`config.mk`:
```
export PLATFORM = sky130hd
export DESIGN_NAME = reg16_wr_arbiter
export DESIGN_NICKNAME = d
export VERILOG_FILES = /design/src/rtl/reg16_wr_arbiter.sv
export SDC_FILE = /design/constraint.sdc
export NUM_CORES = 1
export LEC_CHECK = 0
export ABC_AREA = 1
export BUFFER_PORTS_ARGS = -buffer_cell sky130_fd_sc_hd__clkbuf_2
export CORE_ASPECT_RATIO = 0.5
export CORE_UTILIZATION = 50
export CTS_BUF_LIST = sky130_fd_sc_hd__clkbuf_2
export DETAILED_ROUTE_END_ITERATION = 10
export PLACE_DENSITY_LB_ADDON = 0.08
export SETUP_SLACK_MARGIN = 0.02
export SLEW_MARGIN = 20
export SYNTH_ARGS = -nofsm -noshare
export SYNTH_HDL_FRONTEND = slang
export SYNTH_SLANG_ARGS = --single-unit
```
`constraint.sdc`:
```
create_clock -name CK -period 1.7 [get_ports CK]
set_input_delay 0.34 -clock CK [delete_from_list [all_inputs] [get_ports CK]]
set_output_delay 0.34 -clock CK [all_outputs]
set_load 0.05 [all_outputs]
```
`src/rtl/reg16_wr_arbiter.sv`:
```
// Round-robin write arbiter that shares one clock-enabled register bank among NREQ requesters.
// Each requester uses a 4-phase REQ/ACK handshake. The arbiter drives the bank CE/D and counts commits.
module reg16_wr_arbiter #(
    parameter int NREQ  = 4,
    parameter int WIDTH = 16,
    parameter int IDW   = 2
) (
    input  logic                  CK,
    input  logic                  CLRN,
    input  logic [NREQ-1:0]       REQ,
    input  logic [NREQ*WIDTH-1:0] WD,
    output logic [NREQ-1:0]       ACK,
    output logic [IDW-1:0]        GNT_ID,
    output logic                  BUSY,
    output logic                  REG_CE,
    output logic [WIDTH-1:0]      REG_D,
    output logic [15:0]           WR_CNT
);

    if (NREQ < 2 || NREQ > 8 || (1 << IDW) < NREQ) begin : g_bad_params
        $error("reg16_wr_arbiter: NREQ must be 2..8 and 2**IDW >= NREQ");
    end

    typedef enum logic [1:0] {
        S_IDLE  = 2'd0,
        S_WRITE = 2'd1,
        S_ACK   = 2'd2
    } state_t;

    state_t             state_q, state_d;
    logic [IDW-1:0]     ptr_q, ptr_d;
    logic [IDW-1:0]     gnt_id_q, gnt_id_d;
    logic [WIDTH-1:0]   reg_d_q, reg_d_d;
    logic               reg_ce_q, reg_ce_d;
    logic [NREQ-1:0]    ack_q, ack_d;
    logic [15:0]        wr_cnt_q, wr_cnt_d;
    logic               busy_q, busy_d;

    logic [NREQ-1:0]    above_ptr;
    logic [NREQ-1:0]    req_hi;
    logic [IDW-1:0]     win_lo;
    logic [IDW-1:0]     win_hi;
    logic [IDW-1:0]     winner;
    logic [WIDTH-1:0]   win_data;
    logic               gnt_req;
    logic [NREQ-1:0]    gnt_onehot;

    // Rotating priority: requests above ptr win first, else the lowest set request wraps around.
    // NOTE: every always_comb output gets a default on entry so no path leaves it unassigned (no latch).
    always_comb begin
        above_ptr  = '0;
        win_lo     = '0;
        win_hi     = '0;
        win_data   = '0;
        gnt_req    = 1'b0;
        gnt_onehot = '0;
        for (int i = 0; i < NREQ; i++) begin
            above_ptr[i] = (i > int'(ptr_q));
        end
        req_hi = REQ & above_ptr;
        for (int i = NREQ - 1; i >= 0; i--) begin
            if (REQ[i])    win_lo = i[IDW-1:0];
            if (req_hi[i]) win_hi = i[IDW-1:0];
        end
        winner = (|req_hi) ? win_hi : win_lo;
        for (int i = 0; i < NREQ; i++) begin
            if (winner == i[IDW-1:0]) win_data = WD[i*WIDTH +: WIDTH];
            if (gnt_id_q == i[IDW-1:0]) begin
                gnt_req       = REQ[i];
                gnt_onehot[i] = 1'b1;
            end
        end
    end

    always_comb begin
        state_d  = state_q;
        ptr_d    = ptr_q;
        gnt_id_d = gnt_id_q;
        reg_d_d  = reg_d_q;
        reg_ce_d = 1'b0;
        ack_d    = ack_q;
        wr_cnt_d = wr_cnt_q;
        unique case (state_q)
            S_IDLE: begin
                ack_d = '0;
                if (|REQ) begin
                    gnt_id_d = winner;
                    ptr_d    = winner;
                    reg_d_d  = win_data;
                    reg_ce_d = 1'b1;
                    state_d  = S_WRITE;
                end
            end
            S_WRITE: begin
                // The bank captures REG_D on this edge, so the write is committed here.
                ack_d    = gnt_onehot;
                wr_cnt_d = wr_cnt_q + 16'd1;
                state_d  = S_ACK;
            end
            S_ACK: begin
                if (!gnt_req) begin
                    ack_d   = '0;
                    state_d = S_IDLE;
                end
            end
            default: begin
                ack_d   = '0;
                state_d = S_IDLE;
            end
        endcase
        busy_d = (state_d != S_IDLE);
    end

    // NOTE: sequential state uses non-blocking assignments so every flop samples pre-edge values.
    always_ff @(posedge CK or negedge CLRN) begin
        if (!CLRN) begin
            state_q  <= S_IDLE;
            ptr_q    <= IDW'(NREQ - 1);
            gnt_id_q <= '0;
            reg_d_q  <= '0;
            reg_ce_q <= 1'b0;
            ack_q    <= '0;
            wr_cnt_q <= '0;
            busy_q   <= 1'b0;
        end else begin
            state_q  <= state_d;
            ptr_q    <= ptr_d;
            gnt_id_q <= gnt_id_d;
            reg_d_q  <= reg_d_d;
            reg_ce_q <= reg_ce_d;
            ack_q    <= ack_d;
            wr_cnt_q <= wr_cnt_d;
            busy_q   <= busy_d;
        end
    end

    assign ACK    = ack_q;
    assign GNT_ID = gnt_id_q;
    assign BUSY   = busy_q;
    assign REG_CE = reg_ce_q;
    assign REG_D  = reg_d_q;
    assign WR_CNT = wr_cnt_q;

endmodule
```
### Yosys cells after proc, flatten, opt, wreduce, memory -nomap -nowiden

Cells that the tools add are included.
Widths: inputs -> output; s select.

* add/sub/neg operators: 1
* multipliers: 0
* divide/modulo/power cells: 0
* magnitude comparators: 3
* eq/ne operators: 9
* shift operators: 0
* muxes and demuxes: 28
* bitwise operators: 1
* reduce and logical (&&, ||, !) cells: 7

Operator list (count)
* $mux 16: 4
* $mux 2: 11
* $add 16x1->16 const B: 1
* $eq 2x2->1 const B: 5
* $mux 1: 10
* $pmux 4 s2: 1
* $reduce_or 4->1: 2
* $eq 2x1->1 const B: 3
* $logic_not 2->1: 3
* $pmux 2 s3: 1
* $and 4x4->4: 1
* $gt 2x2->1 const A: 2
* $mux 4: 1
* $gt 1x2->1 const A: 1
* $ne 2x2->1 const B: 1
* $reduce_and 2->1: 1
* $reduce_bool 2->1: 1

* register bits: 44
* bits in latches: 0
* memory bits (writable): 0
* ROM bits: 0
* word-level logic and storage cells: 57
* memories kept: 0

### Logic depth before layout (Yosys ltp)

Gate-level depths: netlist (run 1).

* depth after elaboration: 12
* mapped depth: 12
* gate-level depth less buffers: 11

### Worst setup path before layout (run 1)

OpenSTA, ideal clock, no wires.

* path kind: register to register
* start: register wr_cnt_q[2], in the netlist WR_CNT[2]
* end: register wr_cnt_q[11], in the netlist WR_CNT[11]
* library setup time: 0.143 ns
* arrival time: 1.580 ns
* required time: 1.557 ns
* path slack: -0.023 ns
* stages on the path, launching flop included: 7
* cells stage by stage: dfrtp_1 -> nand2_1 -> nor3_4 -> nand4_2 -> nor2_1 -> nand2_1 -> xnor2_1

* longest elaborated chain between the ends: 1

RTL lines
* start, declared: RTL line 36 `logic [15:0] wr_cnt_q, wr_cnt_d;`
* start signal, assigned: RTL line 132 `wr_cnt_q <= wr_cnt_d;`
* $add 16x1->16: RTL line 97 `wr_cnt_d = wr_cnt_q + 16'd1;`

Every way passes these cells.
A chain may end at the register's enable or synchronous reset.

### Final worst setup path (run 1)

* start: register ptr_q[0]
* end: register reg_d_q[13], in the netlist REG_D[13]

* longest elaborated chain between the ends: 12
* elaborated cells between the ends (all ways): 18

RTL lines
* start, declared: RTL line 31 `logic [IDW-1:0] ptr_q, ptr_d;`
* start signal, assigned: RTL line 118 `ptr_q <= IDW'(NREQ - 1);`
* start signal, assigned: RTL line 127 `ptr_q <= ptr_d;`
* $gt 2x2->1: RTL line 58 `above_ptr[i] = (i > int'(ptr_q));`
* $and 4x4->4 (*): RTL line 60 `req_hi = REQ & above_ptr;`
* $mux 2 (4 in a row): RTL line 63 `if (req_hi[i]) win_hi = i[IDW-1:0];`
* $mux 2 (*): RTL line 65 `winner = (|req_hi) ? win_hi : win_lo;`
* $logic_not 2->1: RTL line 67 `if (winner == i[IDW-1:0]) win_data = WD[i*WIDTH +: WIDTH];`
* $mux 16 (3 in a row): RTL line 67
* $mux 16 (*): RTL line 67
* end signal, assigned: RTL line 129 `reg_d_q <= reg_d_d;`
* end, declared: RTL line 33 `logic [WIDTH-1:0] reg_d_q, reg_d_d;`

Mark *: on every way between the ends. The rest lies on a longest branch, timed or not.

==> impl_metrics.toml, run 1 <==
[global_route]
grt_max_degree = 22
grt_busiest_layer = "met2"
use_met1 = 0.310
grt_pass1_wl_mm = 10.7
antenna_found_initial = 0
grt.met3_usage = 0.0567
first_global_vias = 2435
grtUsageTotal = 0.248
overflow = 0
met2_usage = 0.437

[yosys]
synth_top_area_frac = 0.401
synth.ff_latch_count = 44
synth_mux_area_frac = 0
ys.flop_type = "dfrtp_1"
async_reset_ff_frac = 1.00
synthTopCellsByArea = "dfrtp_1 40%, nand2_1 16%, nand3_1 9.7%, inv_1 5.3%, nor2_1 3.9%"
synth_warnings = 0
synth-simple-area-share = 0.380
synth.avg_cell_area_um2 = 7.34
synth_cell_types = 28
synth_top_area_cell = "dfrtp_1"
synth_seq_area_share = 0.421
synthesis.area_mm2 = 0.00262
synth_compound_area_frac = 0.0616
synth_top_family_by_area = "simple AND/OR/NAND/NOR gates"
synth.most_common_cell = "nand2_1"
synth_xor_area_frac = 0.0434
synth_edf_count = 0
synthCells = 357
netlist_top_cells_count = "115 x nand2_1, 51 x nand3_1, 42 x dfrtp_1"
synthAdderAreaFrac = 0.00477
syn-num-nets = 428

[clock_network]
cts.sinks = 44
numCtsBuffers = 5
cts_buffer_depth = 2
clk_latency_ns = 0.41
cts.clk_slew.worst_paths_ns = 0.24
htreeDepth = 2
cts_root_buf = "clkbuf_2"
tritoncts = "done"

[timing]
max_freq_ghz = 0.543
layout_min_cycle_time_ns = 1.84
slew_headroom = 0.670
period_share = 1.08
fin_ws_ns = -0.140
finalSetupViolCount = 3
worst_slew_pin_slew_ns = 0.493
drv_slew = 0
clock_skew_ns = 0.0210
hold_viol = 0
rsz0062_at_grt = "true"

[job]
max_cap_viol_count = 0

[floorplanning]
chipHeight_um = 53.2
io_pins = 110
die_x_um = 104
initial_core_util = 0.527
die_area_mm2 = 0.00555
core.rowCount = 18
fp.coreArea_mm2 = 0.00498

[setup_path]
crit_required_ns = 2.03
worst-path-max-fanout = 7
worstSetupPathType = "flop to flop"
r2r_cells = 10
end_kind = "flop"
critPathLaunchType = "flop"
crit_arrival_ns = 2.17

[drt]
route.vias.total = 2800
dr.first_iter.drc_count = 167
totalWireLength_mm = 7.33
vias_per_cell = 5.06
first_pass_iters = 5
drc = 0
wl_per_cell_um = 13.3
antenna_left = 0

[place]
placed_cells = 536
gp_congestion = 0.848
io_buffer_count = 109
hpwl_mm = 5.20

[final_layout]
postLayoutCoreUtil = 0.727
syn_to_final_growth_pct = 38.0
fillCellCount = 408
layoutNonFillerInstCount = 553
final_nets = 552
multi_input_area_mm2 = 0.00138
drive_gt1_frac = 0.376
seq_area_mm2 = 0.00111

[status]
violations = "setup timing"
outcome = "finished with violations"

[power_and_ir_drop]
p_leak_nw = 2.04
power_mw = 6.65
power_density_mw_per_mm2 = 1840
peakVddDrop_uv = 986

[worst_hold_path]
min_path_type = "input port to flop"
whs_path_depth = 5
[cell families (layout without fill, tap and decap cells)]
| group | count (synthesis) | in the layout |
|---|---|---|
| AO/OA/AOI/OAI | 26 | 26 |
| XOR/XNOR | 13 | 13 |
| adder cells (fa/ha/maj) | 1 | 1 |
| buffers and inverters | 53 | 178 |
| flip-flops | 44 | 44 |
| other | 0 | 1 |
| AND/OR/NAND/NOR | 220 | 220 |
[layout make-up]
type,instances,area share
multi-input combinational,260,0.382
sequential,44,0.306
timing repair buffer,130,0.234
inverter,40,0.0415
tap,70,0.0242
clock buffer,5,0.00692
clock inverter,3,0.00519
antenna,1,0.000692
[state kept, by name (all words and copies together), names as in the netlist]
| signal | count |
|---|---|
| state_q | 2 |
| REG_CE | 1 |
| BUSY | 1 |
| ACK | 4 |
| GNT_ID | 2 |
| ptr_q | 2 |
| REG_D | 16 |
| WR_CNT | 16 |
[cell usage in the layout (no fill, tap or decap), types with 3 or more instances in the layout]
cell type  count
xor2_1         7
nand2_1      110
o21bai_1       6
buf_4          9
inv_2          7
o21ai_0        7
clkbuf_2     114
nor2_1        25
dfrtp_1       39
nand2_2        9
nor2_2         3
nand3b_1       9
xnor2_1        6
o22ai_1        5
nand3_2        6
clkbuf_16      4
nand3_1       44
dfrtp_2        3
a21oi_1        3
buf_12         5
nor2_4         4
inv_1         33
[final timing paths]
path / from / end / slack [ns]
worst max register to register: ptr_q[0]$_DFFE_PN1P_ / REG_D[13]$_DFFE_PN0P_ / -0.14
worst min register to register: REG_D[5]$_DFFE_PN0P_ / REG_D[5]$_DFFE_PN0P_ / 0.51
worst max-delay path: ptr_q[0]$_DFFE_PN1P_ / REG_D[13]$_DFFE_PN0P_ / -0.14
min in group asynchronous: CLRN / WR_CNT[8]$_DFFE_PN0N_ / 0.33
max in group asynchronous: CLRN / ptr_q[1]$_DFFE_PN1P_ / 0.79
worst min-delay path: WD[24] / REG_D[8]$_DFFE_PN0P_ / 0.21
[worst max-delay path, cell delays in order (launching register included)]
cell	delay [ns]
dfstp_2	0.62
nand2_2	0.07
nand2_4	0.08
nor2_2	0.06
nor2_4	0.18
nand2_8	0.12
buf_12	0.15
o21bai_1	0.19
nand3_1	0.14
nand2_1	0.09
nand2_1	0.05
[through the flow]
step / setup WS, ns / hold slack [ns] / TNS [ns] / cell area (um^2)
after CTS: 0.0230 / 0.198 / 0 / 3370
after global placement: 0.108 / 0.287 / 0 / 3310
after floorplan: 0.0361 / 0.0444 / 0 / 2630
after detailed placement: -0.0208 / 0.284 / -0.0208 / 3310
after global routing: -0.229 / 0.193 / -0.864 / 3620
final: -0.140 / 0.209 / -0.181 / 3620
[layer usage]
metal | vias up | routed length, um
met4 | 0 | 100
met1 | 1277 | 3180
met2 | 133 | 3530
met3 | 14 | 522
li1 | 1376 | -
met5 | - | 0
[timing repair]
| item | 4_1_cts | 5_1_grt |
|---|---|---|
| endpoints found under the hold margin | 13 | 0 |
| setup endpoints to repair | 7 | 16 |
| hold buffers | 1 | 0 |
| resized for setup | 1 | 32 |
| pin swaps | 0 | 12 |
| gates cloned | 0 | 5 |
| buffers inserted | 0 | 2 |
[power by group]
group,total [mW],switching [mW],internal [mW]
Sequential,1.76,0.304,1.46
Clock,0.461,0.366,0.0950
Combinational,4.43,2.97,1.46
Note: power is estimated with default switching activity, not from simulation.
==> run 2: changes to the inputs <==
ABC_AREA = not set   (was 1)
CORE_UTILIZATION = 48   (was 50)
==> impl_metrics.toml, run 2 <==
[drt]
drc = 0
dr.first_iter.drc_count = 135
wl_per_cell_um = 16.2
vias_per_cell = 5.61
totalWireLength_mm = 6.98
first_pass_iters = 4
route.vias.total = 2413
antenna_left = 0

[final_layout]
drive_gt1_frac = 0.527
final_cell_mix = "116 x clkbuf_2, 39 x dfrtp_1, 29 x nand2_1"
fillCellCount = 353
layout_commonest_cell = "clkbuf_2"
layoutNonFillerInstCount = 430
seq_area_mm2 = 0.00111
multi_input_area_mm2 = 0.00131
syn_to_final_growth_pct = 43.4
final_nets = 434
n_antenna_cell = 0
fin_area_mm2 = 0.00342

[place]
place_area_mm2 = 0.00311
io_buffer_count = 109
gp_congestion = 0.819
hpwl_mm = 5.01
placed_cells = 416

[floorplanning]
core.rowCount = 17
chipHeight_um = 51.9
io_pins = 110
fp.coreArea_mm2 = 0.00457
die_area_mm2 = 0.00527
initial_core_util = 0.522
die_x_um = 102

[clock_network]
htreeDepth = 2
cts_buffer_depth = 2
clk_latency_ns = 0.39
cts.clk_slew.worst_paths_ns = 0.22
numCtsBuffers = 5
cts_root_buf = "clkbuf_2"
tritoncts = "done"
cts.sinks = 44

[status]
outcome = "finished with violations"
violations = "setup timing"

[yosys]
synthCells = 238
netlist_top_cells_count = "42 x dfrtp_1, 31 x nand2_1, 15 x o221ai_1"
synth.avg_cell_area_um2 = 10.0
ys.flop_type = "dfrtp_1"
async_reset_ff_frac = 1.00
synth_seq_area_share = 0.463
synth_edf_count = 0
syn-num-nets = 309
synth.ff_latch_count = 44
synthesis.area_mm2 = 0.00239
synth.most_common_cell = "dfrtp_1"
synth_cell_types = 43
synthTopCellsByArea = "dfrtp_1 44%, o221ai_1 5.5%, nand2_1 4.9%, xnor2_1 4.8%, nor3b_1 4.1%"
synth_top_area_frac = 0.440
synth_warnings = 0
synth_top_area_cell = "dfrtp_1"

[setup_path]
end_kind = "flop"
worstSetupPathType = "flop to flop"
crit_required_ns = 2.00
worst-path-max-fanout = 4
r2r_cells = 6
r2r_setup_slack_ns = -0.12
critPathLaunchType = "flop"
crit_arrival_ns = 2.12

[timing]
finalSetupViolCount = 16
slew_headroom = 0.684
rsz0062_at_grt = "true"
max_freq_ghz = 0.550
layout_min_cycle_time_ns = 1.82
period_share = 1.07
clock_skew_ns = 0.0154
worst_slew_pin_slew_ns = 0.474
drv_slew = 0
fin_hold_ws_ns = 0.212
hold_viol = 0
fin_ws_ns = -0.119

[global_route]
antenna_found_initial = 0
first_global_vias = 2406
grt_max_degree = 22
grt_pass1_wl_mm = 11.0
overflow = 0
grtUsageTotal = 0.276

[power_and_ir_drop]
intPower_mw = 3.05
peakVddDrop_uv = 1060
p_clk_frac = 0.069
p_comb_frac = 0.650
p_leak_nw = 1.67
power_density_mw_per_mm2 = 1860
p_seq_frac = 0.281
p_sw_frac = 0.521
power.switching_mw = 3.31

[worst_hold_path]
min_path_type = "input port to flop"
whs_path_depth = 3

[job]
max_cap_viol_count = 0
[run 2: kinds of logic after synthesis]
logic type / Yosys count / synth area share
mux: 7 / 0.0299
compound gates: 69 / 0.219
simple gates: 77 / 0.170
fa+ha+maj: 1 / 0.00524
buf+inv: 25 / 0.0582
flops: 44 / 0.463
xor+xnor: 15 / 0.0551
[run 2: timing repair]
action,in CTS,in global routing
pin swaps,12,18
endpoints found under the setup margin,16,23
resized for setup,23,21
gates cloned,1,1
setup buffers,3,1
endpoints found under the hold margin,15,0
hold buffers,1,0
[run 2: path summary, 6_finish.rpt]
check                                        from                     end
setup / recovery             ptr_q[1]$_DFFE_PN1P_    REG_D[3]$_DFFE_PN0P_
hold / removal                             WD[21]    REG_D[5]$_DFFE_PN0P_
setup reg to reg             ptr_q[1]$_DFFE_PN1P_    REG_D[3]$_DFFE_PN0P_
hold reg to reg            WR_CNT[12]$_DFFE_PN0N_  WR_CNT[12]$_DFFE_PN0N_
max in group asynchronous                    CLRN    ptr_q[0]$_DFFE_PN1P_
min in group asynchronous                    CLRN   WR_CNT[0]$_DFFE_PN0N_
[run 2: layer usage]
metal  global-route usage  vias up  share of wire
li1                     -     1122              -
met1                0.326     1157           0.43
met2                0.488      116           0.48
met3               0.0833       18          0.074
met4               0.0870        0          0.016
met5                    0        -              0
[run 2: per-stage QoR]
| stage | utilization | setup WS (ns) | TNS [ns] | power (mW) |
|---|---|---|---|---|
| after detailed placement | 0.681 | -0.110 | -0.616 | 5.45 |
| after global placement | 0.681 | -0.0144 | -0.0661 | 5.35 |
| after global routing | 0.748 | -0.169 | -2.18 | 6.73 |
| final | 0.748 | -0.119 | -1.05 | 6.35 |
| after floorplan | - | -0.113 | -1.05 | 4.39 |
| after CTS | 0.722 | -0.0709 | -0.581 | 6.11 |
[run 2: cell type report]
type | instances | share of cell area
Clock buffer | 7 | 0.0102
Clock inverter | 1 | 0.00110
Inverter | 7 | 0.00768
Multi-Input combinational cell | 169 | 0.384
Sequential cell | 44 | 0.324
Tap cell | 66 | 0.0241
Timing Repair Buffer | 136 | 0.249
[run 2: power groups by stage]
stage                     clock [mW]  combinational (mW)  sequential [mW]
final                          0.436                4.13             1.79
after CTS                      0.445                3.88             1.79
after global routing           0.485                4.39             1.85
after detailed placement           0                3.65             1.81
after global placement             0                3.56             1.79
after floorplan                    0                1.46             2.92
[run 2: worst max-delay path, stage by stage, from the launching register on]
cell and delay [ns]:
dfstp_2 0.60, mux2i_1 0.23, o32ai_2 0.11, or2_4 0.31, buf_4 0.17, a211oi_2 0.22
o21ai_1 0.10
==> run 3: changes to the inputs <==
CORE_UTILIZATION = 47   (was 48)
CTS_BUF_LIST = sky130_fd_sc_hd__clkbuf_16   (was sky130_fd_sc_hd__clkbuf_2)
==> impl_metrics.toml, run 3 (synthesized netlist as in run 2, its figures left out) <==
[status]
outcome = "finished with violations"
violations = "setup timing"

[power_and_ir_drop]
p_comb_frac = 0.560
p_sw_frac = 0.487
p_leak_nw = 1.63
p_seq_frac = 0.272
peakVddDrop_uv = 934
intPower_mw = 3.41
p_clk_frac = 0.168
power_density_mw_per_mm2 = 1990
power.switching_mw = 3.24

[final_layout]
postLayoutCoreUtil = 0.720
layout_commonest_cell = "clkbuf_2"
drive_gt1_frac = 0.465
final_cell_mix = "109 x clkbuf_2, 39 x dfrtp_1, 31 x nand2_1"
fin_area_mm2 = 0.00334
n_antenna_cell = 0
final_nets = 429
syn_to_final_growth_pct = 40.0

[setup_path]
startpoint = "ptr_q[1]$_DFFE_PN1P_"
crit_buf_inv = 1
crit_arrival_ns = 1.87
path_cells = "mux2i_1, o32ai_2, or2_4, buf_8, mux2i_1, o221ai_1"
crit_required_ns = 1.85
end_kind = "flop"
slowest_stage = "dfstp_2"
worst-path-max-fanout = 8
worstSetupPathType = "flop to flop"
critPathLaunchType = "flop"
critPathTopFamily = "flip-flops"
cpMostUsedCell = "mux2i_1"
slowest_delay_ns = 0.58
r2r-start = "ptr_q[1]$_DFFE_PN1P_"

[place]
hpwl_mm = 4.69
io_buffer_count = 109
gp_congestion = 0.763
place_area_mm2 = 0.00308

[global_route]
grt_pass1_wl_mm = 10.2
grtUsageTotal = 0.254
grt_max_degree = 45
first_global_vias = 2170
overflow = 0
antenna_found_initial = 0

[drt]
route.vias.total = 2335
totalWireLength_mm = 6.50
wl_per_cell_um = 15.3
antenna_left = 0
first_pass_iters = 4
drc = 0
vias_per_cell = 5.49
dr.first_iter.drc_count = 102

[worst_hold_path]
min_path_type = "input port to async pin"

[timing]
period_share = 1.01
max_freq_ghz = 0.582
layout_min_cycle_time_ns = 1.72
clock_skew_ns = 0.00452
fin_tns_setup_ns = -0.0296
rsz0062_at_grt = "true"
finalSetupViolCount = 2
fin_ws_ns = -0.0170
slew_headroom = 0.757
hold_viol = 0
drv_slew = 0
worst_slew_pin_slew_ns = 0.364

[floorplanning]
die_x_um = 103
initial_core_util = 0.515
io_pins = 110
chipHeight_um = 52.4
fp.coreArea_mm2 = 0.00464
die_area_mm2 = 0.00538
core.rowCount = 17

[clock_network]
cts_buffer_depth = 2
numCtsBuffers = 5
cts.clk_slew.worst_paths_ns = 0.07
cts_hold_buf = 0
cts.sinks = 44
cts_root_buf = "clkbuf_16"
tritoncts = "done"
clk_latency_ns = 0.29
htreeDepth = 2

[job]
max_cap_viol_count = 0
-- run 3: layer usage --
metal  wire, um  part of all wire  global-route usage
met5          0                 0                   0
met4         51            0.0078              0.0775
met3        520             0.080              0.0747
met2       3000              0.46               0.407
met1       2930              0.45               0.336
-- run 3: per-stage QoR --
| stage | cells | setup WS [ns] | total power [mW] | hold WS (ns) |
|---|---|---|---|---|
| 6_report | 425 | -0.0170 | 6.64 | 0.0162 |
| 5_1_grt | 425 | -0.0758 | 7.03 | 0.0386 |
| 4_1_cts | 424 | -0.0116 | 6.57 | 0.0354 |
| 3_5_place_dp | 415 | -0.0784 | 5.34 | 0.343 |
| 3_3_place_gp | 415 | -0.0174 | 5.27 | 0.336 |
| 2_1_floorplan | 238 | -0.113 | 4.39 | 0.0444 |
-- run 3: timing repair --
action | in CTS | in global routing
buffers inserted | 1 | 0
endpoints found under the setup margin | 15 | 19
gates cloned | 0 | 1
pin swaps | 7 | 9
gates resized for setup | 9 | 9
-- run 3: path summary, 6_finish.rpt --
| path | end | slack [ns] | cells past startpoint |
|---|---|---|---|
| hold reg to reg | ACK[0]$_DFFE_PN0P_ | 0.47 | 2 |
| setup reg to reg | REG_D[0]$_DFFE_PN0P_ | -0.02 | 6 |
| max in group asynchronous | ptr_q[0]$_DFFE_PN1P_ | 1.40 | 2 |
| min in group CK | REG_D[11]$_DFFE_PN0P_ | 0.34 | 3 |
| hold / removal | WR_CNT[12]$_DFFE_PN0N_ | 0.02 | 2 |
| setup / recovery | REG_D[0]$_DFFE_PN0P_ | -0.02 | 6 |
-- run 3: final cells by class --
class	count	area [um^2]
clock buffer	5	125
clock inverter	3	46.3
fill	375	1300
inverter	7	26.3
multi-input combinational	169	1200
sequential	44	1110
tap	66	82.6
timing repair buffer	131	756
-- run 3: power groups by stage --
| stage | clock, mW | combinational [mW] | sequential [mW] |
|---|---|---|---|
| 6_report | 1.12 | 3.72 | 1.81 |
| 4_1_cts | 1.13 | 3.64 | 1.80 |
| 2_1_floorplan | 0 | 1.46 | 2.92 |
| 3_3_place_gp | 0 | 3.48 | 1.79 |
| 3_5_place_dp | 0 | 3.54 | 1.80 |
| 5_1_grt | 1.18 | 3.99 | 1.86 |
